==> src/rtl/rgb_to_ycbcr_seq_ctrl.sv <==
// Phase sequencer for the shared RGB->YCbCr multiply-accumulate datapath.
// Issues each accepted pixel as R, G, B phases and times the result strobe.
module rgb_to_ycbcr_seq_ctrl #(
    parameter int PIXEL_W    = 8,
    parameter int COEF_W     = 10,
    parameter int STAGE1_LAT = 1,
    parameter int CNT_W      = 16
) (
    input  logic                     clk,
    input  logic                     rst_n,
    input  logic                     soft_clr_i,
    input  logic                     s_valid_i,
    output logic                     s_ready_o,
    input  logic [PIXEL_W-1:0]       s_r_i,
    input  logic [PIXEL_W-1:0]       s_g_i,
    input  logic [PIXEL_W-1:0]       s_b_i,
    output logic                     mul_valid_o,
    output logic [1:0]               mul_status_o,
    output logic [PIXEL_W-1:0]       mul_pix_o,
    output logic signed [COEF_W-1:0] coef_y_o,
    output logic signed [COEF_W-1:0] coef_cb_o,
    output logic signed [COEF_W-1:0] coef_cr_o,
    output logic                     res_valid_o,
    output logic [CNT_W-1:0]         pix_cnt_o,
    output logic                     busy_o
);

    localparam int DL_DEPTH = STAGE1_LAT + 1;

    localparam logic signed [COEF_W-1:0] Y_R  = COEF_W'(77);
    localparam logic signed [COEF_W-1:0] CB_R = COEF_W'(-43);
    localparam logic signed [COEF_W-1:0] CR_R = COEF_W'(128);
    localparam logic signed [COEF_W-1:0] Y_G  = COEF_W'(150);
    localparam logic signed [COEF_W-1:0] CB_G = COEF_W'(-85);
    localparam logic signed [COEF_W-1:0] CR_G = COEF_W'(-107);
    localparam logic signed [COEF_W-1:0] Y_B  = COEF_W'(29);
    localparam logic signed [COEF_W-1:0] CB_B = COEF_W'(128);
    localparam logic signed [COEF_W-1:0] CR_B = COEF_W'(-21);

    typedef enum logic [1:0] {IDLE, PH_R, PH_G, PH_B} state_t;

    state_t                     state;
    state_t                     next_state;
    logic                       accept;
    logic [PIXEL_W-1:0]         hold_g;
    logic [PIXEL_W-1:0]         hold_b;
    logic [DL_DEPTH-1:0]        delay_line;

    logic                       nxt_valid;
    logic [1:0]                 nxt_status;
    logic [PIXEL_W-1:0]         nxt_pix;
    logic signed [COEF_W-1:0]   nxt_y;
    logic signed [COEF_W-1:0]   nxt_cb;
    logic signed [COEF_W-1:0]   nxt_cr;

    assign s_ready_o = (state == IDLE) || (state == PH_B);
    assign accept    = s_valid_i && s_ready_o && !soft_clr_i;

    always_ff @(posedge clk or negedge rst_n) begin
        if (!rst_n) begin
            state <= IDLE;
        end else begin
            state <= next_state;
        end
    end

    // Phase outputs are precomputed from next_state so the registered copies
    // line up with the state register; the R phase takes red straight from the
    // input because it only follows an accept, so only G and B need holding.
    always_comb begin
        next_state = state;
        nxt_valid  = 1'b0;
        nxt_status = 2'd0;
        nxt_pix    = '0;
        nxt_y      = '0;
        nxt_cb     = '0;
        nxt_cr     = '0;

        case (state)
            IDLE:    if (accept) next_state = PH_R;
            PH_R:    next_state = PH_G;
            PH_G:    next_state = PH_B;
            PH_B:    next_state = accept ? PH_R : IDLE;
            default: next_state = IDLE;
        endcase
        if (soft_clr_i) next_state = IDLE;

        case (next_state)
            PH_R: begin
                nxt_valid  = 1'b1;
                nxt_status = 2'd0;
                nxt_pix    = s_r_i;
                nxt_y      = Y_R;
                nxt_cb     = CB_R;
                nxt_cr     = CR_R;
            end
            PH_G: begin
                nxt_valid  = 1'b1;
                nxt_status = 2'd1;
                nxt_pix    = hold_g;
                nxt_y      = Y_G;
                nxt_cb     = CB_G;
                nxt_cr     = CR_G;
            end
            PH_B: begin
                nxt_valid  = 1'b1;
                nxt_status = 2'd2;
                nxt_pix    = hold_b;
                nxt_y      = Y_B;
                nxt_cb     = CB_B;
                nxt_cr     = CR_B;
            end
            default: ;
        endcase
    end

    always_ff @(posedge clk or negedge rst_n) begin
        if (!rst_n) begin
            hold_g <= '0;
            hold_b <= '0;
        end else if (accept) begin
            hold_g <= s_g_i;
            hold_b <= s_b_i;
        end
    end

    always_ff @(posedge clk or negedge rst_n) begin
        if (!rst_n) begin
            mul_valid_o  <= 1'b0;
            mul_status_o <= 2'd0;
            mul_pix_o    <= '0;
            coef_y_o     <= '0;
            coef_cb_o    <= '0;
            coef_cr_o    <= '0;
        end else begin
            mul_valid_o  <= nxt_valid;
            mul_status_o <= nxt_status;
            mul_pix_o    <= nxt_pix;
            coef_y_o     <= nxt_y;
            coef_cb_o    <= nxt_cb;
            coef_cr_o    <= nxt_cr;
        end
    end

    // The tail of this line fires when stage 2 holds the finished B-phase sum.
    always_ff @(posedge clk or negedge rst_n) begin
        if (!rst_n) begin
            delay_line <= '0;
            pix_cnt_o  <= '0;
        end else if (soft_clr_i) begin
            delay_line <= '0;
            pix_cnt_o  <= '0;
        end else begin
            delay_line <= {delay_line[DL_DEPTH-2:0], state == PH_B};
            pix_cnt_o  <= pix_cnt_o + CNT_W'(res_valid_o);
        end
    end

    assign res_valid_o = delay_line[DL_DEPTH-1];
    assign busy_o      = (state != IDLE) || (|delay_line);

endmodule

==> config.mk <==
export PLATFORM = sky130hd
export DESIGN_NAME = rgb_to_ycbcr_seq_ctrl
export DESIGN_NICKNAME = d
export VERILOG_FILES = /design/src/rtl/rgb_to_ycbcr_seq_ctrl.sv
export SDC_FILE = /design/constraint.sdc
export NUM_CORES = 1
export LEC_CHECK = 0
export ABC_AREA = 1
export BUFFER_PORTS_ARGS = -buffer_cell sky130_fd_sc_hd__buf_2
export CAP_MARGIN = 20
export CORE_MARGIN = 8
export CORE_UTILIZATION = 30
export DETAILED_ROUTE_END_ITERATION = 7
export PLACE_DENSITY = 0.65
export SYNTH_ARGS = -nofsm -noshare
export SYNTH_HDL_FRONTEND = slang
export SYNTH_SLANG_ARGS = --single-unit
export TNS_END_PERCENT = 10
==> constraint.sdc <==
create_clock -name clk -period 2.2 [get_ports clk]
set_input_delay 0.22 -clock clk [delete_from_list [all_inputs] [get_ports clk]]
set_output_delay 0.22 -clock clk [all_outputs]
set_load 0.005 [all_outputs]
==> impl_summary.md <==
Critical path
In this design, the critical path's most frequently occurring cell is inv_1. STA classifies the critical path endpoint as a flop. On the critical path, the stage with the largest delay is an instance of dfrtp_1.

The path type of the worst setup path is reg2reg. Counting both buffers and inverters, the worst setup path holds a total of 3. The biggest fanout along the worst timing path is 9. The peak per-stage delay on the critical path is 0.41 ns. The signal on the critical path passes through inv_1, ha_1, inv_2, nand3_4, o21ai_0, inv_1, nand2_1, nand2_2, ha_2, or2_2.

The worst setup path is launched from a flop. Among cell families on the critical path, the largest total delay comes from adder cells. The data required time at the worst endpoint is 2.39 ns. The critical path arrival is 2.22 ns.

Drt
The total iterations of the first detailed-routing run is 4. The routed design has 5831 um of wire. After detailed routing, the number of remaining DRC violations is 0. The detailed-route wire length per cell is 12.87 um. In this run, the number of DRC markers left after iteration 0 of detailed routing was 61. Once detail routing completed, the nets flagged for antenna violations numbered 0. The overall via count from detail_route is 1901. Using the TritonRoute via totals, the vias-per-cell ratio works out to 4.196.

Job
The number of max-cap violations is 0.

Final layout
The layout has 882 filler cells. The final non-filler cell total is 453. Of the cells placed in the final design, the portion with a size suffix greater than 1 is 35.36%. For this run, the post-layout net count is 385. The repair_antennas step left the layout with diodes totalling 0. The growth of design area from synthesis to finish is 18.39%.

Synthesis
The synthesized area divided by synthesized cell count is 9.210 sq um. Sorting the synthesized cells by area gives the leading types as dfrtp_1, nand2_1, buf_4. Synthesis handed over a netlist of 280 instances.

The top cell type by area accounts for 48.52% of the synthesized area. During synthesis, Yosys emitted a total of 0 warnings. The most used flip-flop cell after synthesis is dfrtp_1. The synthesized flop and latch total is 50.

The count of cell types in the netlist is 27. The share of the Yosys chip area taken by registers is 48.52%. The library cell with the highest instance count after synthesis is nand2_1. The count of flip-flops with a built-in enable after synthesis is 0. The fraction of registers with async set/reset is 100.0%. The cell area after synthesis is 0.002579 sq mm. The commonest cells after synthesis are nand2_1, dfrtp_1, nor2_1, inv_1, buf_4. The library cell occupying the most area in the post-synthesis netlist is dfrtp_1.

Global routing
The remaining global-route overflow is 0. The initial antenna violation count is 0. The met1 global-route usage is 11.85%. The number of global-route vias before repair is 2035.

For this run, the total global-route usage over all layers was measured as 10.28%. Global routing used 18.18% of the available met2 tracks. The wire length of the first global-routing pass is 9708 um. The most heavily used metal layer in global routing is met2. The maximum number of pins on one net before global-route repair is 51. For met3 alone, demand over resource in global routing was 3.251%.

Pwr
The maximum VDD drop is 0.3718 mV. The ratio of total power to cell area is 997.4 mW/mm^2. The static power due to leakage is 1.726 nW.

Clock network
The clock latency reported for the late side of the worst-skew pair is 0.30 ns. After clock tree synthesis, the clock-pin slew on the worst setup and hold paths is 0.10 ns. The clock passes through at most 2 buffers.

The H-tree was split into 2 levels. The clock tree from TritonCTS is built. The root buffer cell is clkbuf_8. The clock drives 50 sinks. Clock tree synthesis inserted a total of 5 buffers.

STA
The highest achievable clock rate is 0.4921 GHz. The max-slew violation total from the final report is 0. For the finished layout, the period the worst path requires is 2.032 ns. The worst max-slew margin expressed relative to the limit is 57.37%. The part of the cycle the worst path needs is 92.36%. Setup violations remaining at the end of the flow were counted as 0.

Clock skew on the completed layout was measured at 0.01252 ns. On the final layout, the worst hold slack is 0.01670 ns. The number of hold violations in the final report is 0. The actual slew at the worst max-slew pin is 0.6394 ns.

Floorplanning
The die covers 0.01182 sq mm. The core box area is 0.008508 sq mm. The I/O pin count is 88. The initial core utilization is 30.31%.

The total number of placement rows is 34. The floorplan step set the die width to 108.7 um. The height of the chip is 108.7 um.

Place
Port buffering added 84 buffers. The congestion estimate from routability-driven global placement came to 0.8026. The placed instance count is 445. The post-detailed-placement half-perimeter wirelength is 4436 um.

Worst hold path
The worst hold-check path type is in2async.

Outcome
The run finished with clean final reports.
-- per-layer routing --
metal  share of wire, %  routed length (um)
met5                  0                   0
met4               0.65                  38
met3                7.2                 421
met2                 50                2889
met1                 43                2482
-- cell usage in the layout (no fill, tap or decap), drive strengths merged --
cell type  count
xnor2          1
nor3           1
o21bai         2
nand2         71
nand4          1
nor2          32
mux2          16
or2            1
dfrtp         50
conb           3
o21ai          6
a21oi          6
clkinv         2
ha            12
clkbuf         5
inv           33
xor2           2
nand3         12
buf           89
-- through the flow --
| stage | utilization (%) | setup WS, ns | total power, W | cell area [sq um] | TNS [ns] |
|---|---|---|---|---|---|
| after floorplan | - | 0.09264 | 0.002195 | 2586 | 0 |
| after global placement | 34.44 | 0.03203 | 0.002453 | 2930 | 0 |
| after detailed placement | 34.44 | -0.06365 | 0.002488 | 2930 | -0.2633 |
| after CTS | 35.47 | 0.01482 | 0.003031 | 3018 | 0 |
| after global routing | 35.88 | -0.005216 | 0.003290 | 3053 | -0.005216 |
| final | 35.88 | 0.1680 | 0.003045 | 3053 | 0 |
-- cell type report --
type | instances | area [sq um] | area share, %
Timing Repair Buffer | 89 | 457.9 | 15.00
Sequential cell | 50 | 1251 | 40.98
Tap cell | 108 | 135.1 | 4.426
Inverter | 33 | 131.4 | 4.303
Clock inverter | 2 | 13.76 | 0.4508
Clock buffer | 5 | 68.82 | 2.254
Multi-Input combinational cell | 166 | 994.7 | 32.58
-- power breakdown --
| part | switching (W) | internal (W) | total, W |
|---|---|---|---|
| logic | 0.000609 | 0.000596 | 0.00121 |
| registers | 0.000147 | 0.00116 | 0.00131 |
| clock network | 0.000308 | 0.000220 | 0.000528 |
-- worst paths after layout --
check                                        startpoint                      end  slack, ns  cells past startpoint
worst min register to register  delay_line[0]$_DFF_PN0_  delay_line[1]$_DFF_PN0_       0.49                      2
min in group clk                               s_b_i[0]    hold_b[0]$_DFFE_PN0N_       0.15                      2
worst max register to register    coef_y_o[3]$_DFF_PN0_   coef_cr_o[8]$_DFF_PN0_       0.17                     10
worst min-delay path                              rst_n   pix_cnt_o[6]$_DFF_PN0_       0.02                      2
max in group asynchronous                         rst_n    hold_b[5]$_DFFE_PN0N_       1.75                      2
worst max-delay path              coef_y_o[3]$_DFF_PN0_   coef_cr_o[8]$_DFF_PN0_       0.17                     10
-- sequential cells by signal, summed over array words and instances (netlist names) --
| register | flops |
|---|---|
| coef_cb_o | 2 |
| coef_cr_o | 3 |
| coef_y_o | 1 |
| delay_line | 2 |
| hold_b | 8 |
| hold_g | 8 |
| mul_pix_o | 8 |
| mul_status_o | 1 |
| pix_cnt_o | 16 |
| state | 1 |
-- kinds of logic after synthesis --
family / Yosys count / share of synthesized area (%)
mux: 16 / 8.442
flops: 50 / 48.52
fa+ha+maj: 12 / 5.822
compound gates: 14 / 2.911
xor+xnor: 3 / 1.019
simple gates: 118 / 18.78
other cells: 1 / 0.1454
buf+inv: 66 / 14.36
-- repair_timing --
item / in CTS / in global routing
setup buffers: 0 / 1
setup endpoints to repair: 8 / 9
resized for setup: 2 / 6
hold buffers: 0 / 0
pin swaps: 0 / 0
Note: power is estimated with default switching activity, not from simulation.
